==> config.mk <==
export PLATFORM = sky130hd
export DESIGN_NAME = temporal_result_decoder
export DESIGN_NICKNAME = d
export VERILOG_FILES = /design/src/rtl/temporal_result_decoder.sv
export SDC_FILE = /design/constraint.sdc
export NUM_CORES = 1
export LEC_CHECK = 0
export ABC_AREA = 1
export CAP_MARGIN = 0
export CORE_UTILIZATION = 56
export DETAILED_ROUTE_END_ITERATION = 12
export PLACE_DENSITY = 0.81
export SLEW_MARGIN = 5
export SYNTH_ARGS = -nofsm -noshare
export SYNTH_HDL_FRONTEND = slang
export SYNTH_SLANG_ARGS = --single-unit
==> constraint.sdc <==
create_clock -name clk -period 3 [get_ports clk]
set_clock_uncertainty 0.05 [all_clocks]
set_input_delay 0.45 -clock clk [delete_from_list [all_inputs] [get_ports clk]]
set_output_delay 0.45 -clock clk [all_outputs]
set_load 0.01 [all_outputs]
==> src/rtl/temporal_result_decoder.sv <==
// Unary-to-binary result decoder: counts per-lane high cycles over a framed window and emits signed values on valid/ready.
// Optional early window termination on an all-zero sample cycle: define TEMPORAL_DECODER_EARLY_TERM_EN.
module temporal_result_decoder #(
  parameter int LANES      = 16,
  parameter int BIT_WIDTH  = 4,
  parameter int WINDOW_LEN = 1 << (BIT_WIDTH - 2),
  parameter int CNT_W      = $clog2(WINDOW_LEN + 1),
  parameter int OUT_W      = BIT_WIDTH + 1
) (
  input  logic                   clk,
  input  logic                   reset_n,
  input  logic                   frame_start,
  input  logic [LANES-1:0]       lane_unary,
  input  logic [LANES-1:0]       lane_neg,
  input  logic [LANES-1:0]       lane_odd,
  output logic                   out_valid,
  input  logic                   out_ready,
  output logic [LANES*OUT_W-1:0] out_data,
  output logic                   busy,
  output logic                   overrun
);

  typedef enum logic [1:0] {
    IDLE    = 2'd0,
    COLLECT = 2'd1,
    HOLD    = 2'd2
  } state_t;

  state_t           state_q, state_d;
  logic [CNT_W-1:0] win_q, win_d;
  logic             overrun_q, overrun_d;
  logic             start;
  logic             sample;
  logic             close;
  logic             zero_cycle;

`ifdef TEMPORAL_DECODER_EARLY_TERM_EN
  // An all-zero sample cycle mirrors the encoder's counter clear and ends the window.
  assign zero_cycle = ~|lane_unary;
`else
  assign zero_cycle = 1'b0;
`endif

  // start: load a fresh window this cycle; sample: accumulate into the running window.
  always_comb begin
    state_d   = state_q;
    win_d     = win_q;
    overrun_d = 1'b0;
    start     = 1'b0;
    sample    = 1'b0;
    close     = 1'b0;
    case (state_q)
      IDLE: begin
        start = frame_start;
      end
      COLLECT: begin
        start  = frame_start;
        sample = !frame_start;
      end
      HOLD: begin
        if (frame_start && !out_ready) begin
          overrun_d = 1'b1;
        end else if (out_ready) begin
          start = frame_start;
          if (!frame_start) begin
            state_d = IDLE;
          end
        end
      end
      default: begin
        state_d = IDLE;
      end
    endcase

    if (start) begin
      win_d   = CNT_W'(1);
      state_d = COLLECT;
    end else if (sample) begin
      win_d = win_q + CNT_W'(1);
    end

    if ((start || sample) && ((win_d == CNT_W'(WINDOW_LEN)) || zero_cycle)) begin
      close   = 1'b1;
      state_d = HOLD;
    end
  end

  always_ff @(posedge clk or negedge reset_n) begin
    if (!reset_n) begin
      state_q   <= IDLE;
      win_q     <= '0;
      overrun_q <= 1'b0;
    end else begin
      state_q   <= state_d;
      win_q     <= win_d;
      overrun_q <= overrun_d;
    end
  end

  assign out_valid = (state_q == HOLD);
  assign busy      = (state_q == COLLECT);
  assign overrun   = overrun_q;

  for (genvar gi = 0; gi < LANES; gi++) begin : g_lane
    logic [CNT_W-1:0] cnt_q, cnt_d;
    logic             neg_q, neg_d;
    logic             odd_q, odd_d;
    logic [OUT_W-1:0] mag;
    logic [OUT_W-1:0] dec;
    logic [OUT_W-1:0] data_q;

    assign neg_d = start ? lane_neg[gi] : neg_q;
    assign odd_d = start ? lane_odd[gi] : odd_q;

    // Saturate at the window length so stray highs cannot wrap the count.
    always_comb begin
      cnt_d = cnt_q;
      if (start) begin
        cnt_d = CNT_W'(lane_unary[gi]);
      end else if (sample && lane_unary[gi] && (cnt_q != CNT_W'(WINDOW_LEN))) begin
        cnt_d = cnt_q + CNT_W'(1);
      end
    end

    // Decode from the next-state count so the result lands together with HOLD entry.
    assign mag = (OUT_W'(cnt_d) << 1) - OUT_W'(odd_d);
    assign dec = (cnt_d == '0) ? '0 : (neg_d ? -mag : mag);

    always_ff @(posedge clk or negedge reset_n) begin
      if (!reset_n) begin
        cnt_q  <= '0;
        neg_q  <= 1'b0;
        odd_q  <= 1'b0;
        data_q <= '0;
      end else begin
        cnt_q <= cnt_d;
        neg_q <= neg_d;
        odd_q <= odd_d;
        if (close) begin
          data_q <= dec;
        end
      end
    end

    assign out_data[gi*OUT_W +: OUT_W] = data_q;
  end

endmodule

==> results.md <==
Critical path:
- The cell occurring most often along the worst timing path is sky130_fd_sc_hd__nand2_1.
- The worst register-to-register path begins at state_q[1]$_DFFE_PN0P_.
- In this run the worst path has a maximum fanout of 25.
- STA puts the critical path data required time at 3.26 ns.
- The worst setup path is captured at a register.
- The worst setup path is launched from an input port.
- The number of buffers and inverters on the critical path is 3.
- At the worst endpoint, the arrival time is 2.92 ns.
- The flop-to-flop setup slack is 0.38 ns.
- The largest delay contributor family on the critical path is buffers and inverters.
- The signal on the critical path passes through clkdlybuf4s50_1 -> nor2_4 -> buf_12 -> nand2_1 -> xor2_1 -> nand2_1 -> o21ai_0 -> inv_1 -> ha_1 -> nand3_1 -> nand2_1 -> xnor2_1 -> nand2_1 -> nand2_1 -> nand2_1 -> nand3_1 -> nand2_1.
- In this design, the stage delay of the slowest critical-path cell is 0.52 ns.
- The endpoint identified for the worst register-to-register timing path is g_lane[1].data_q[4]$_DFFE_PN0P_.
- The start-to-end type of the worst setup path is input port to register.
- For the worst flop-to-flop path, the logic depth is 18.
- The cell at the slowest stage of the critical path is sky130_fd_sc_hd__clkdlybuf4s50_1.

Clock network:
- The cell at the root of the clock tree is sky130_fd_sc_hd__clkbuf_16.
- The post-CTS resize count is 0.
- The buffer levels on the longest clock path is 2.
- At the later pin of the worst-skew pair, clock insertion delay measures 0.42 ns.
- The number of buffers inserted by post-CTS setup repair is 0.
- TritonCTS built the clock tree.
- The number of clock sinks seen by CTS is 166.
- The number of buffers added by the clock tree synthesis step is 17.
- The H-tree generated during clock tree synthesis spans 4 levels.
- Clock-pin slew was measured on the worst setup and hold paths at 0.06 ns.

Yosys:
- Each instance of the synthesized netlist takes up on average 7.54 um^2.
- The synthesized design devotes to its leading area cell type 40.6% of total area.
- The library cell with the highest instance count after synthesis is sky130_fd_sc_hd__nand2_1.
- The number of instances in the synthesized netlist is 1358.
- In this run the cell area of the synthesized design comes to 10200 um^2.
- The net count after synthesis is 1495.
- The count of synthesis-stage warnings from yosys is 0.
- The synthesized design contains 166 register bits.
- The most used flip-flop cell after synthesis is sky130_fd_sc_hd__dfrtp_1.
- In this run, synthesis inferred 0 flip-flops with an integrated enable.
- The count of different cell masters after synthesis is 30.
- Sorting the synthesized cells by area gives the leading types as sky130_fd_sc_hd__dfrtp_1 41%, sky130_fd_sc_hd__nand2_1 17%, sky130_fd_sc_hd__ha_1 10%, sky130_fd_sc_hd__inv_1 7.4%, sky130_fd_sc_hd__nand3_1 6.0%.
- For this run, the register share of the synthesized area comes to 40.6%.
- The biggest area contributor in the post-synthesis netlist is sky130_fd_sc_hd__dfrtp_1.
- Ranked by instance count, the synthesized netlist is headed by 475 x sky130_fd_sc_hd__nand2_1, 203 x sky130_fd_sc_hd__inv_1, 166 x sky130_fd_sc_hd__dfrtp_1.
- The proportion of synthesized flip-flops having asynchronous set or reset is 100%.

STA:
- Setup repair after global routing left no endpoint under its margin.
- Setup slack on the critical path of the routed design comes to 0.339 ns.
- The worst hold slack after final layout is 0.427 ns.
- The measured slew at the worst slew-check pin is 0.556 ns.
- The count of endpoints failing hold in the final timing report is 0.
- The number of failing setup endpoints in the final timing report is 0.
- The smallest clock period supported by the final layout is computed as 2.66 ns.
- The final clock period utilization by the worst path is 88.7%.
- For this run, the top clock speed supported by timing is 376 MHz.
- The max-slew violation count is 0.
- The normalized max-slew margin is 62.9%.

Power and ir drop:
- The leakage power is 0.00690 uW.
- The power per standard cell area is 516 nW/um^2.
- IR analysis of the VDD net gives a maximum drop of 421 uV.

Drt:
- The average wire length per cell after detail routing is 13.0 um.
- The violation count after the first detailed-route iteration is 428.
- The number of antenna-violating nets in the routed design is 0.
- The residual DRC count is 0.
- The pre-antenna-repair detailed-routing pass consisted of 5 iterations.
- The per-cell via count in the routed design is 5.09.
- The final layout contains routed wiring with a total length of 23200 um.
- The routed via count is 9048.

Floorplan:
- The die height is 137 um.
- Once the floorplan was initialized, standard cells occupied 57.0% of the core.
- The die width is 137 um.
- The floorplan step defined a die boundary enclosing 18800 um^2.
- The core region area is 18000 um^2.
- The number of ports placed on the die boundary is 135.
- The count of standard-cell rows is 49.

Placement:
- The worst setup slack after placement is -0.0361 ns.
- The post-detailed-placement half-perimeter wirelength is 16800 um.
- The cell area after placement is 12200 um^2.
- At the end of routability-driven placement, the weighted congestion stood at 0.856.
- During placement, the flow inserted port buffers numbering 134.

Global route:
- Global routing used 26.2% of the available tracks across all layers.
- The initial antenna violation count is 0.
- The total overflow left after global routing is 0.
- The number of global-route vias before repair was 8787.
- The pin count of the biggest net entering global routing is 60.
- The global-route wire length before repair is 39000 um.

Cells and area:
- The finished cells cover 12800 um^2.
- The final layout net count is 1674.
- The final-layout fill cell count is 1422.
- The post-route netlist has 7.10% of its cells at a drive strength greater than 1.
- The number of diodes added for antenna fixing is 0.
- Summing all flip-flop and latch instances after layout gives 4150 um^2.
- The area growth from synthesis to layout is 25.4%.
- The multi-input combinational cell area is 5150 um^2.

Run status:
- The flow ran to the end, and the final reports show no timing, DRC or antenna violations.

Worst hold path:
- The startpoint of the tightest hold check path is g_lane[8].data_q[4]$_DFFE_PN0P_.
- Counting instances, the worst hold path has a depth of 2.
- For hold timing, the worst endpoint is g_lane[8].data_q[4]$_DFFE_PN0P_.
- The min-delay analysis places its worst path in the category register to register.

Run:
- Across the run, the number of max-cap violations was 0.
[per-layer routing]
layer / track usage [%] / up-vias / wire length [um]
li1: - / 4616 / -
met1: 33.1 / 4188 / 10500
met2: 44.2 / 198 / 11200
met3: 5.15 / 46 / 959
met4: 10.4 / 0 / 551
met5: 0 / - / 0
[logic make-up after synthesis]
group	Yosys count	share of synthesized area, %
and+or+nand+nor	687	28.2
adders and majority gates	85	10.4
xor gates and xnor gates	59	5.04
DFF	166	40.6
AOI/OAI and AO/OA	121	6.53
buffers and inverters	240	9.25
[where the power goes]
group | total, uW | switching (uW) | leakage, uW | internal (uW)
clock | 2290 | 870 | 0.000295 | 1420
combinational | 1770 | 952 | 0.00441 | 814
sequential | 2570 | 114 | 0.00220 | 2460
total | 6620 | 1940 | 0.00690 | 4690
[timing repair]
| action | 4_1_cts | 5_1_grt |
|---|---|---|
| endpoints found under the hold margin | 56 | 0 |
| hold buffers | 1 | 0 |
| setup endpoints to repair | 0 | 0 |
[tightest hold or removal path: stages (launching register included)]
cell                      delay [ns]
sky130_fd_sc_hd__dfrtp_1        0.34
sky130_fd_sc_hd__nand2_1        0.05
sky130_fd_sc_hd__nand2_1        0.05
[flip-flops by register name, indices dropped and copies added, names as in the netlist]
| register | flops |
|---|---|
| g_lane.data_q | 80 |
| g_lane.cnt_q | 48 |
| g_lane.neg_q | 16 |
| g_lane.odd_q | 16 |
| win_q | 3 |
| state_q | 2 |
| overrun | 1 |
[how the worst max path moves through the flow]
| stage | start | cells past startpoint | endpoint | slack, ns |
|---|---|---|---|---|
| 2_1_floorplan | out_ready | 18 | g_lane[4].data_q[4]$_DFFE_PN0P_ | 0.39 |
| 3_3_place_gp | out_ready | 16 | g_lane[1].data_q[4]$_DFFE_PN0P_ | 0.01 |
| 3_5_place_dp | frame_start | 17 | g_lane[1].data_q[4]$_DFFE_PN0P_ | -0.04 |
| 4_1_cts | frame_start | 17 | g_lane[1].data_q[4]$_DFFE_PN0P_ | 0.33 |
| 5_1_grt | state_q[1]$_DFFE_PN0P_ | 18 | g_lane[7].data_q[4]$_DFFE_PN0P_ | 0.06 |
| 6_report | frame_start | 17 | g_lane[1].data_q[4]$_DFFE_PN0P_ | 0.34 |
[through the flow]
step | util (%) | total power [uW] | TNS, ns | instances
floorplan | - | 3670 | 0 | 1358
global placement | 68.0 | 4300 | 0 | 1746
detailed placement | 68.0 | 4360 | -0.0429 | 1746
CTS | 71.5 | 6670 | 0 | 1778
global route | 71.5 | 7010 | 0 | 1778
finish | 71.5 | 6620 | 0 | 1778
[cell usage in the layout, fill, tap and decap left out]
cell type                         Yosys  layout
sky130_fd_sc_hd__inv_2                4       4
sky130_fd_sc_hd__clkbuf_16            0      17
sky130_fd_sc_hd__bufinv_16            0       3
sky130_fd_sc_hd__nand2_2              6       5
sky130_fd_sc_hd__nor3_1               1       1
sky130_fd_sc_hd__inv_1              203     203
sky130_fd_sc_hd__nand2_1            475     475
sky130_fd_sc_hd__o21ai_1             30      30
sky130_fd_sc_hd__nor2_2               1       1
sky130_fd_sc_hd__clkdlybuf4s50_1      0     133
sky130_fd_sc_hd__dfrtp_1            166     166
sky130_fd_sc_hd__nand4_1             19      19
sky130_fd_sc_hd__buf_12               0       7
sky130_fd_sc_hd__xnor2_1             49      49
sky130_fd_sc_hd__clkinvlp_4           0       3
sky130_fd_sc_hd__clkinv_1             4       4
sky130_fd_sc_hd__a21oi_1             28      28
sky130_fd_sc_hd__o21ai_2              3       3
sky130_fd_sc_hd__or2_0                2       2
sky130_fd_sc_hd__dlygate4sd3_1        0       1
sky130_fd_sc_hd__clkinv_2             0       1
sky130_fd_sc_hd__xor2_1              10      10
sky130_fd_sc_hd__o21ai_0             42      42
sky130_fd_sc_hd__o31ai_1             10      10
sky130_fd_sc_hd__clkbuf_1             7       2
sky130_fd_sc_hd__buf_6                2       1
sky130_fd_sc_hd__nor2_4               2       2
sky130_fd_sc_hd__ha_1                85      85
sky130_fd_sc_hd__clkbuf_8             0       5
sky130_fd_sc_hd__nand3b_1             3       3
sky130_fd_sc_hd__nand3_1            123     123
sky130_fd_sc_hd__nand3_2             10      10
sky130_fd_sc_hd__nor2_1              45      45
sky130_fd_sc_hd__buf_4                3      47
sky130_fd_sc_hd__a21o_1               2       2
sky130_fd_sc_hd__nand2_4              0       1
sky130_fd_sc_hd__a22o_1               6       6
[area by class of cell]
class,count,share of cell area (%)
Timing Repair Buffer,189,14.4
Clock buffer,24,3.91
Tap cell,229,2.23
Inverter,211,6.17
Clock inverter,7,0.916
Multi-Input combinational cell,952,40.1
Sequential cell,166,32.3
Power figures use the tool's default switching activity.
